`src/rtl/split_cand_scanner.sv`:
```
// Candidate generator / result collector wrapped around a combinational constraint checker.
// Optional early termination on the first hit: define SCAN_STOP_ON_HIT_EN.
module split_cand_scanner #(
    parameter int W_A      = 14,
    parameter int W_B      = 16,
    parameter int MAX_ITER = 1024,
    parameter int CNT_W    = 16
) (
    input  logic                 clk,
    input  logic                 rst_n,
    input  logic                 start,
    input  logic                 abort,
    input  logic [W_A+W_B-1:0]   seed,
    input  logic                 sat_in,
    output logic [W_A-1:0]       cand_a,
    output logic [W_B-1:0]       cand_b,
    output logic                 busy,
    output logic                 done,
    output logic                 found,
    output logic [W_A-1:0]       hit_a,
    output logic [W_B-1:0]       hit_b,
    output logic [CNT_W-1:0]     hit_count,
    output logic [CNT_W-1:0]     iter_count
);

    // state | meaning
    // IDLE  | waiting for start; results and candidate hold
    // SCAN  | one candidate evaluated per cycle
    // DONE  | one-cycle completion pulse
    typedef enum logic [1:0] {IDLE, SCAN, DONE} state_t;

    localparam int W_C = W_A + W_B;
    // iter_count == MAX_ITER-1 is the same test as iter_count+1 == MAX_ITER without overflow
    localparam logic [CNT_W-1:0] LAST_ITER = CNT_W'(MAX_ITER - 1);

    state_t           state, state_nxt;
    logic [W_C-1:0]   cand, cand_nxt;
    logic [W_C-1:0]   hit, hit_nxt;
    logic             found_nxt;
    logic [CNT_W-1:0] hcnt_nxt, iter_nxt;

    always_ff @(posedge clk or negedge rst_n) begin
        if (!rst_n) begin
            state      <= IDLE;
            cand       <= '0;
            hit        <= '0;
            found      <= 1'b0;
            hit_count  <= '0;
            iter_count <= '0;
        end else begin
            state      <= state_nxt;
            cand       <= cand_nxt;
            hit        <= hit_nxt;
            found      <= found_nxt;
            hit_count  <= hcnt_nxt;
            iter_count <= iter_nxt;
        end
    end

    always_comb begin
        state_nxt = state;
        cand_nxt  = cand;
        hit_nxt   = hit;
        found_nxt = found;
        hcnt_nxt  = hit_count;
        iter_nxt  = iter_count;
        case (state)
            IDLE: begin
                if (start) begin
                    cand_nxt  = seed;
                    hit_nxt   = '0;
                    found_nxt = 1'b0;
                    hcnt_nxt  = '0;
                    iter_nxt  = '0;
                    state_nxt = SCAN;
                end
            end
            SCAN: begin
                // abort discards this cycle's sample and beats completion
                if (abort) begin
                    state_nxt = IDLE;
                end else begin
                    iter_nxt = iter_count + CNT_W'(1);
                    if (sat_in && !found) begin
                        found_nxt = 1'b1;
                        hit_nxt   = cand;
                    end
                    if (sat_in && (hit_count != '1)) begin
                        hcnt_nxt = hit_count + CNT_W'(1);
                    end
                    if (iter_count == LAST_ITER) begin
                        state_nxt = DONE;
                    end else begin
                        cand_nxt = cand + W_C'(1);
                    end
`ifdef SCAN_STOP_ON_HIT_EN
                    if (sat_in) begin
                        state_nxt = DONE;
                        cand_nxt  = cand;
                    end
`endif
                end
            end
            DONE: begin
                state_nxt = IDLE;
            end
            default: begin
                state_nxt = IDLE;
            end
        endcase
    end

    assign {cand_b, cand_a} = cand;
    assign {hit_b, hit_a}   = hit;
    assign busy             = (state == SCAN);
    assign done             = (state == DONE);

endmodule
```
`config.mk`:
```
export PLATFORM = sky130hd
export DESIGN_NAME = split_cand_scanner
export DESIGN_NICKNAME = d
export VERILOG_FILES = /design/src/rtl/split_cand_scanner.sv
export SDC_FILE = /design/constraint.sdc
export NUM_CORES = 1
export LEC_CHECK = 0
export ABC_AREA = 1
export ABC_CLOCK_PERIOD_IN_PS = 1500
export BUFFER_PORTS_ARGS = -buffer_cell sky130_fd_sc_hd__buf_4
export CORE_MARGIN = 5
export CORE_UTILIZATION = 35
export DETAILED_ROUTE_END_ITERATION = 6
export PLACE_DENSITY = 0.61
export SLEW_MARGIN = 20
export SYNTH_ARGS = -nofsm -noshare
export SYNTH_HDL_FRONTEND = slang
export SYNTH_SLANG_ARGS = --single-unit
```
`constraint.sdc`:
```
create_clock -name clk -period 1.5 [get_ports clk]
set_input_delay 0.3 -clock clk [delete_from_list [all_inputs] [get_ports clk]]
set_output_delay 0.3 -clock clk [all_outputs]
set_load 0.05 [all_outputs]
```
==> flow_summary_export.csv, run 1 <==
group,metric,value,unit
outcome,status,"complete, but fails checks",
outcome,violations,"negative hold slack, negative setup slack",
yosys,synth_top_family_by_area,"simple AND/OR/NAND/NOR gates",
worst_setup_path,worstSetupPathType,"flip-flop to output port",
finish,postLayoutCellArea,8580,um2
clocking,cts_buffers,9,
clocking,cts_tree,"done",
worst_setup_path,worst-path-max-fanout,3,
yosys,synth_warnings,0,
placement,finalWeightedCongestion,0.893,
placement,dp_slack,-0.104,ns
placement,dp_hpwl,13500,um
yosys,synthTopCellsByCount,"292 x nand2_1, 125 x nor2_1, 100 x nand3_1",
yosys,synth_fa_ha_area_share,0.674,%
pwr,powerDensity,1420,nW/um2
yosys,yosysSeqAreaShare,42.7,%
timing,worst_slack,-0.0619,ns
timing,finalCritPeriodShare,104,%
grt,grt_antenna_before_repair,0,
detailed_routing,vias,6175,
grt,grt_start_max_net_pins,96,
detailed_routing,wl,18900,um
yosys,synth_edf_count,0,
floorplan,die-area,18500,um2
yosys,yosysTopAreaCell,"dfrtp_1",
worst_setup_path,critPathCaptureType,"output port",
yosys,synth_xor_area_share,1.26,%
worst_setup_path,crit_arrival,1.26,ns
placement,place_inst,1239,
yosys,synthCells,839,
pwr,p_leak,4.20,nW
finish,nets,1094,
clocking,htreeDepth,3,
floorplan,core_area,15800,um2
finish,n_antenna_cell,0,
finish,drive_above_1_share,38.3,%
yosys,yosysUniqueCellTypes,29,
yosys,ys_top_cells_by_area,"dfrtp_1 43%, nand2_1 20%, nand3_1 9.0%, nor2_1 8.4%, inv_1 5.3%",
yosys,syn-num-nets,877,
placement,port_buffers,129,
yosys,avgSynthCellArea,6.63,um2
detailed_routing,drtIter0Drc,453,
detailed_routing,first_pass_iters,5,
clocking,cts_hold_buf,0,
grt,grt_pass1_wl,29200,um
timing,setup_viol,1,
floorplan,die_h,136,um
timing,fmaxAchievable,640,MHz
yosys,async_flop_share,100,%
clocking,clock-root-buffer,"clkbuf_16",
floorplan,io_pins,130,
detailed_routing,ant_nets,0,
worst_setup_path,startpoint_type,"flip-flop",
clocking,clk_pin_slew,0.07,ns
timing,setup_tns,-0.0619,ns
clocking,clk_latency,0.35,ns
yosys,synth_compound_area_share,7.58,%
timing,tightest_slew,0.539,ns
grt,grt_overflow,0,
worst_setup_path,rrSetupSlack,0,ns
timing,slew_headroom,64.1,%
placement,postPlaceCellArea,7600,um2
yosys,yosys_most_used_dff,"dfrtp_1",
clocking,clk_path_buf_depth,2,
detailed_routing,routed_via_density,4.84,
detailed_routing,routedWlPerCell,14.8,um
timing,rsz0062_at_grt,"yes",
yosys,synth_top_area_share,42.7,%
pwr,ir_drop,0.796,mV
yosys,syn-cell-area,5570,um2
timing,period_needed,1.56,ns
worst_setup_path,worstPathRequired,1.20,ns
worst_hold_path,hp-class,"input port to asynchronous set/reset pin",
finish,area_delta_synth_final,54.1,%
yosys,ys_seq_elements,95,
floorplan,start_util,35.3,%
clocking,clock_sinks,95,
flow_run,cap_violations,0,
timing,hold_violations,8,
floorplan,std_cell_rows,46,
finish,stdcell_count,1277,
yosys,synthMuxAreaShare,0,%
timing,whs,-0.0123,ns
yosys,yosysMostFrequentCell,"nand2_1",
floorplan,die_w,136,um
grt,grt_pass1_vias,5681,
timing,skew,0.00844,ns
timing,maxSlewViolCount,0,
yosys,synth-simple-area-share,40.1,%
grt,track_usage,19.7,%
detailed_routing,drc,0,
==> kinds of logic (layout without fill, tap and decap cells) <==
family                     Yosys count  count (layout)
AOI/OAI and AO/OA                   81              81
buffers and inverters              111             332
and+or+nand+nor                    541             542
adders and majority gates            3               3
DFF                                 95              95
xor gates and xnor gates             8               8
==> power breakdown <==
| group | switching, W | internal [W] |
|---|---|---|
| clock network | 0.00110 | 0.00163 |
| logic | 0.00377 | 0.00197 |
| registers | 0.000574 | 0.00310 |
| total | 0.00544 | 0.00670 |
==> placed cells by master (no fill, tap or decap), types with 26 or more instances in the layout <==
cell / Yosys / layout
nor2_1: 125 / 81
buf_4: 0 / 210
inv_1: 79 / 77
dfrtp_1: 95 / 41
dfrtp_2: 0 / 54
o21ai_1: 12 / 26
nand3_1: 100 / 85
nand2_1: 292 / 269
nor2_2: 3 / 29
o21ai_0: 54 / 40
==> critical path, cell delays in order, from the launching register on <==
cell	delay, ns
dfrtp_2	0.45
nor2_4	0.13
buf_12	0.12
buf_12	0.09
buf_12	0.12
==> stage by stage <==
| stage | utilization [%] | total power, W |
|---|---|---|
| floorplan | - | 0.00690 |
| global placement | 48.2 | 0.00897 |
| detailed placement | 48.2 | 0.00900 |
| CTS | 51.0 | 0.0118 |
| global route | 54.4 | 0.0127 |
| finish | 54.4 | 0.0121 |
==> sequential cells by signal (all words and copies together), names as in the netlist <==
name	flops
hit_count	16
iter_count	16
state	2
cand	30
found	1
hit	30
==> path summary, 6_finish.rpt <==
check / startpoint / end / cells after the start
max: state[1] / busy / 4
min: rst_n / hit_count[6] / 2
max reg2reg: state[1] / iter_count[10] / 9
min reg2reg: hit[14] / hit[14] / 2
max in group asynchronous: rst_n / cand[18] / 2
min in group clk: seed[3] / cand[3] / 5
==> cell type report <==
class                   count  area, um2
clock buffers               9        225
clock inverters             7        121
fillers                  1558       7190
inverters                  83        322
multi-input cells         634       3260
flip-flops and latches     95       2440
well taps                 216        270
repair buffers            233       1940
==> metal layers <==
metal  part of all wire [%]  global-route usage (%)  routed length (um)  vias to the layer above
met5                      0                       0                   0                        -
met4                    1.6                    6.55                 296                        0
met3                    4.9                    2.92                 923                       15
met2                     45                    29.4                8570                      153
met1                     48                    29.2                9140                     2923
li1                       -                       -                   -                     3084
==> timing repair <==
action | CTS | global route
resized for setup | 20 | 114
pin swaps | 9 | 38
setup endpoints to repair | 15 | 87
cloned | 0 | 6
setup buffers | 5 | 11
Note: power is estimated with default switching activity, not from simulation.
==> run 2, diff against run 1 <==
--- a/config.mk
+++ b/config.mk
@@ -16,3 +16,4 @@
 export SYNTH_ARGS = -nofsm -noshare
 export SYNTH_HDL_FRONTEND = slang
 export SYNTH_SLANG_ARGS = --single-unit
+export TNS_END_PERCENT = 5
==> run 2 against run 1 <==
  * The flow finishes with violations (negative setup slack)
  * Global-route usage is 1.2 points higher
  * Clock power down 18%
  * First-iteration DRC count fell by 0.22%
  * Non-clock buffer count rose by 16
  * Combinational power up 3%
  * Sequential cell count unchanged
  * Die area stayed put
  * Via count grew 0.91%
  * Clock skew decreased by 0.0034 ns
  * Largest cell class unchanged
  * Largest power group unchanged
  * Highest routed layer unchanged
==> flow_summary_export.csv, run 2 (synthesis results as in run 1) <==
group,metric,value,unit
worst_hold_path,hold_end,"cand[2]",
floorplan,die_w,136,um
timing,setup_viol,10,
detailed_routing,first_pass_iters,5,
floorplan,die-area,18500,um2
detailed_routing,routedWlPerCell,15.1,um
pwr,ir_drop,0.945,mV
finish,stdcell_count,1293,
floorplan,std_cell_rows,46,
worst_setup_path,timing.rr.end,"iter_count[10]",
floorplan,start_util,35.3,%
grt,grt_antenna_before_repair,0,
finish,layout_commonest_cell,"nand2_1",
worst_hold_path,min-delay-start,"seed[2]",
finish,top_regs,"cand: 30 flops, hit: 30 flops",
finish,area_delta_synth_final,53.5,%
worst_setup_path,critPathMaxStageDelay,0.44,ns
worst_setup_path,worstPathRequired,1.75,ns
finish,nets,1110,
detailed_routing,vias,6231,
detailed_routing,drc,0,
timing,period_needed,1.53,ns
detailed_routing,routed_via_density,4.82,
worst_setup_path,worstSetupPathType,"flip-flop to flip-flop",
worst_setup_path,worst-path-max-fanout,6,
worst_setup_path,r2r_start,"state[1]",
placement,place_inst,1255,
worst_setup_path,cpMaxStageDelayCell,"dfrtp_1",
finish,multi_input_area,3170,um2
outcome,violations,"negative setup slack",
finish,ff_latch_area,2420,um2
clocking,clock-root-buffer,"clkbuf_16",
pwr,powerDensity,1370,nW/um2
clocking,clk_latency,0.35,ns
worst_setup_path,critPathBufInv,2,
worst_setup_path,crit_path_cell_trace,"inv_2 -> nand2_4 -> nor2_4 -> nor2_8 -> buf_6 -> nor2_4 -> nand3_2 -> nor2_1 -> nor2_1",
outcome,status,"complete, but fails checks",
floorplan,io_pins,130,
grt,grt_pass1_wl,30600,um
finish,n_antenna_cell,0,
grt,grt_overflow,0,
timing,fmaxAchievable,654,MHz
finish,fillers,1563,
detailed_routing,drtIter0Drc,452,
placement,dp_slack,-0.146,ns
finish,final_cell_mix,"281 x nand2_1, 222 x buf_4, 93 x nor2_1",
placement,port_buffers,129,
timing,skew,0.00503,ns
worst_setup_path,startpoint_type,"flip-flop",
grt,grt_pass1_vias,5927,
clocking,htreeDepth,3,
clocking,cts_buffers,9,
pwr,p_leak,4.25,nW
finish,drive_above_1_share,35.4,%
placement,finalWeightedCongestion,0.875,
timing,tightest_slew,0.325,ns
detailed_routing,ant_nets,0,
flow_run,cap_violations,0,
clocking,clock_sinks,95,
timing,worst_slack,-0.0290,ns
worst_setup_path,crit_arrival,1.78,ns
detailed_routing,wl,19500,um
clocking,clk_pin_slew,0.07,ns
timing,slew_headroom,78.4,%
grt,track_usage,20.9,%
timing,finalCritPeriodShare,102,%
worst_setup_path,worstRegToRegCells,9,
placement,dp_hpwl,14000,um
clocking,cts_tree,"done",
floorplan,die_h,136,um
timing,maxSlewViolCount,0,
floorplan,core_area,15800,um2
worst_setup_path,critPathCaptureType,"flip-flop",
grt,grt_start_max_net_pins,38,
worst_setup_path,rrSetupSlack,-0.03,ns
clocking,clk_path_buf_depth,2,
worst_setup_path,crit_family,"simple AND/OR/NAND/NOR gates",
worst_hold_path,hp-class,"input port to flip-flop",
timing,rsz0062_at_grt,"yes",
worst_hold_path,min_path_cells,5,
timing,hold_violations,0,
## run 2: cell types whose count changed in the layout (fill, tap and decap cells not counted), moves of 7 or more
cell,change
buf_4,+12
dfrtp_1,+18
dfrtp_2,-18
nand2_1,+12
nand2_2,-10
nor2_1,+12
nor2_2,-7
o21ai_0,-9
o21ai_1,+8
## run 2: cell type report
class	instances	area share, %
Multi-Input combinational cell	634	37.1
Sequential cell	95	28.4
Timing Repair Buffer	249	24.5
Inverter	83	3.68
Tap cell	216	3.16
Clock buffer	12	2.89
Clock inverter	4	0.366
## run 2: stage by stage
step	power, W	hold slack [ns]	TNS, ns	area [um2]	util [%]
floorplan	0.00683	0.00441	-3.38	5700	-
global placement	0.00904	0.220	-0.444	7660	48.5
detailed placement	0.00909	0.228	-1.40	7660	48.5
CTS	0.0115	0.250	-0.178	8190	52.0
global route	0.0123	0.274	-2.88	8540	54.2
finish	0.0117	0.260	-0.122	8540	54.2
## run 2: worst min-delay path: cells and delay by family
family,cells,cell delay [ns]
AO/OA/AOI/OAI,1,0.06
buffers and inverters,1,0.08
AND/OR/NAND/NOR,3,0.13
## run 2: per-layer routing
| layer | global-route usage [%] | wire [um] | up-vias |
|---|---|---|---|
| li1 | - | - | 3127 |
| met1 | 29.8 | 9320 | 2895 |
| met2 | 32.3 | 8810 | 184 |
| met3 | 2.96 | 887 | 25 |
| met4 | 8.17 | 465 | 0 |
| met5 | 0 | 0 | - |
## run 2: power breakdown
| part | switching, W | internal [W] |
|---|---|---|
| logic | 0.00383 | 0.00208 |
| clock network | 0.00106 | 0.00118 |
| registers | 0.000480 | 0.00308 |
| total | 0.00537 | 0.00634 |
## run 2: worst max-delay path by stage
stage | startpoint | to | slack (ns) | cells after the start
6_report | state[1] | iter_count[10] | -0.03 | 9
5_1_grt | state[1] | iter_count[10] | -0.12 | 9
4_1_cts | state[1] | iter_count[14] | -0.03 | 10
3_5_place_dp | cand[1] | cand[13] | -0.15 | 8
3_3_place_gp | cand[1] | cand[13] | -0.12 | 8
2_1_floorplan | cand[0] | cand[26] | -0.09 | 10
## run 2: what timing repair did
action,CTS,global route
resized for setup,29,96
endpoints found under the hold margin,18,0
buffers inserted,10,7
endpoints found under the setup margin,42,88
pin swaps,7,19
cloned,3,1
hold buffers,1,0
==> run 3, diff against run 2 <==
--- a/config.mk
+++ b/config.mk
@@ -5,13 +5,13 @@
 export SDC_FILE = /design/constraint.sdc
 export NUM_CORES = 1
 export LEC_CHECK = 0
-export ABC_AREA = 1
 export ABC_CLOCK_PERIOD_IN_PS = 1500
 export BUFFER_PORTS_ARGS = -buffer_cell sky130_fd_sc_hd__buf_4
 export CORE_MARGIN = 5
 export CORE_UTILIZATION = 35
 export DETAILED_ROUTE_END_ITERATION = 6
-export PLACE_DENSITY = 0.61
+export PLACE_DENSITY = 0.62
+export SETUP_SLACK_MARGIN = 0.3
 export SLEW_MARGIN = 20
 export SYNTH_ARGS = -nofsm -noshare
 export SYNTH_HDL_FRONTEND = slang
==> run 3 against run 2 <==
  * The flow still finishes with violations (negative setup slack)
  * Maximum frequency down 32%
  * Cell count down 24%
  * Synthesized area shrank 11%
  * Synthesized cell count fell by 34%
  * Global-route usage down 1.4 points
  * Count of clock-buffer cells in the layout is 1 lower
  * Sequential share of layout area up 0.86 points
  * Routed wire length down 17%
  * Critical path type unchanged
  * Critical endpoint is now cand[18]
==> flow_summary_export.csv, run 3 <==
group,metric,value,unit
outcome,status,"complete, but fails checks",
outcome,violations,"negative setup slack",
placement,postPlaceCellArea,7040,um2
finish,drive_above_1_share,39.6,%
timing,maxSlewViolCount,0,
timing,fmaxAchievable,443,MHz
worst_hold_path,min_path_cells,3,
yosys,ys_seq_elements,95,
yosys,yosysSeqAreaShare,48.2,%
yosys,yosys_most_used_dff,"dfrtp_1",
worst_hold_path,hold_end,"cand[1]",
timing,slew_headroom,74.6,%
finish,layout_commonest_cell,"nand2_1",
yosys,synth_edf_count,0,
finish,fillers,1196,
worst_setup_path,crit_arrival,2.53,ns
grt,grt_overflow,0,
yosys,yosysUniqueCellTypes,50,
pwr,total_power,0.0127,W
floorplan,std_cell_rows,43,
placement,finalWeightedCongestion,0.902,
grt,grt_pass1_vias,5249,
worst_hold_path,min-delay-start,"seed[1]",
timing,rsz0062_at_grt,"yes",
floorplan,die_w,129,um
timing,tightest_slew,0.379,ns
detailed_routing,vias,5145,
worst_setup_path,worstSetupPathType,"flip-flop to flip-flop",
placement,place_inst,957,
clocking,cts_buffers,9,
floorplan,die-area,16600,um2
worst_setup_path,worstRegToRegCells,7,
clocking,clk_pin_slew,0.07,ns
grt,grt_start_max_net_pins,42,
worst_setup_path,timing.rr.end,"cand[18]",
detailed_routing,drc,0,
detailed_routing,drtIter0Drc,335,
timing,hold_violations,0,
clocking,cts_tree,"done",
yosys,async_flop_share,100,%
floorplan,io_pins,130,
timing,worst_slack,-0.757,ns
yosys,syn-cell-area,4940,um2
worst_setup_path,critPathCaptureType,"flip-flop",
timing,finalCritPeriodShare,150,%
timing,setup_viol,80,
floorplan,die_h,129,um
worst_setup_path,worstPathRequired,1.78,ns
placement,dp_hpwl,11600,um
finish,fin_util,59.0,%
timing,setup_tns,-26.19,ns
worst_setup_path,r2r_start,"iter_count[14]",
yosys,avgSynthCellArea,8.86,um2
worst_setup_path,startpoint_type,"flip-flop",
timing,period_needed,2.26,ns
detailed_routing,ant_nets,0,
finish,final_cell_mix,"106 x nand2_1, 105 x buf_4, 92 x buf_6",
detailed_routing,routed_via_density,5.26,
detailed_routing,wl,16100,um
placement,port_buffers,129,
yosys,syn-num-nets,595,
yosys,yosysMostFrequentCell,"nand2_1",
yosys,ys_top_cells_by_area,"dfrtp_1 48%, nand2_1 8.1%, o21ai_0 4.9%, a21oi_1 3.9%, nand3_1 3.6%",
clocking,clk_path_buf_depth,2,
finish,nets,831,
pwr,p_leak,3.75,nW
detailed_routing,routedWlPerCell,16.5,um
clocking,clock_sinks,95,
yosys,synthTopCellsByCount,"107 x nand2_1, 95 x dfrtp_1, 48 x o21ai_0",
grt,track_usage,19.6,%
floorplan,start_util,35.6,%
grt,grt_antenna_before_repair,0,
finish,n_antenna_cell,0,
yosys,synth_top_area_share,48.2,%
flow_run,cap_violations,0,
clocking,clk_latency,0.35,ns
detailed_routing,first_pass_iters,5,
worst_setup_path,rrSetupSlack,-0.76,ns
grt,grt_pass1_wl,26000,um
finish,area_delta_synth_final,65.8,%
finish,top_regs,"cand: 30 flops, hit: 30 flops",
worst_setup_path,worst-path-max-fanout,28,
worst_hold_path,hp-class,"input port to flip-flop",
yosys,synth_warnings,0,
floorplan,core_area,13900,um2
clocking,clock-root-buffer,"clkbuf_16",
pwr,powerDensity,1560,nW/um2
timing,skew,0.00875,ns
clocking,htreeDepth,3,
yosys,yosysTopAreaCell,"dfrtp_1",
yosys,synthCells,557,
pwr,ir_drop,0.983,mV
finish,postLayoutCellArea,8190,um2
finish,stdcell_count,978,
[run 3: cell types whose count changed in the layout (fill, tap and decap cells not counted), moves of 13 or more]
cell | before | now
dfrtp_1 | 59 | 83
dfrtp_2 | 36 | 12
buf_4 | 222 | 105
o21ai_0 | 31 | 18
a21oi_1 | 8 | 32
and3_1 | 0 | 14
nor2_1 | 93 | 29
o22ai_1 | 0 | 17
nand2_1 | 281 | 106
buf_8 | 0 | 49
inv_1 | 74 | 3
nor2_2 | 22 | 1
buf_6 | 15 | 92
nand3_1 | 86 | 36
[run 3: layout make-up]
type	instances	area [um2]	share of cell area (%)
Multi-Input combinational cell	426	2480	30.4
Sequential cell	95	2390	29.2
Tap cell	180	225	2.75
Clock inverter	5	56.3	0.688
Clock buffer	11	253	3.09
Timing Repair Buffer	256	2760	33.7
Inverter	5	18.8	0.229
[run 3: critical path, stage by stage, from the launching register on]
cell and delay, ns:
dfrtp_2 0.40, or4_1 0.52, or4_4 0.52, o21ai_4 0.21, inv_2 0.08, buf_12 0.17, buf_4 0.15, a2bb2oi_2 0.11
[run 3: metal layers]
metal	GRT usage [%]	vias to the layer above	wire (um)
li1	-	2501	-
met1	24.3	2474	6870
met2	33.3	149	7960
met3	3.94	21	951
met4	7.91	0	316
met5	0	-	0
[run 3: kinds of logic after synthesis]
| group | after synthesis | synth area share (%) |
|---|---|---|
| DFF | 95 | 48.2 |
| xor gates and xnor gates | 14 | 2.48 |
| buffers and inverters | 36 | 3.14 |
| adders and majority gates | 3 | 0.760 |
| AOI/OAI and AO/OA | 157 | 21.1 |
| muxes | 3 | 0.634 |
| and+or+nand+nor | 249 | 23.8 |
[run 3: worst max path at each step]
stage,to,startpoint,slack (ns),depth (start not counted)
finish,cand[18],iter_count[14],-0.76,7
global route,cand[18],iter_count[14],-0.80,7
CTS,cand[18],iter_count[14],-0.71,7
detailed placement,cand[18],iter_count[14],-0.71,7
global placement,cand[18],iter_count[14],-0.69,6
floorplan,cand[15],iter_count[14],-0.75,7
[run 3: report_power, final]
group	total [W]	internal [W]	switching, W
Sequential	0.00365	0.00313	0.000521
Clock	0.00238	0.00138	0.00100
Combinational	0.00672	0.00281	0.00391
Total	0.0127	0.00732	0.00543
[run 3: per-stage QoR]
stage                     hold WS, ns  worst slack, ns
after detailed placement        0.242           -0.706
after floorplan               0.00441           -0.747
after global routing            0.225           -0.798
after global placement          0.239           -0.686
after CTS                       0.217           -0.710
final                           0.227           -0.757
[run 3: timing repair]
action / in CTS / in global routing
endpoints found under the hold margin: 24 / 0
cloned: 0 / 1
gates resized for setup: 216 / 25
setup buffers: 1 / 2
endpoints found under the setup margin: 188 / 190
pin swaps: 5 / 4
hold buffers: 1 / 0
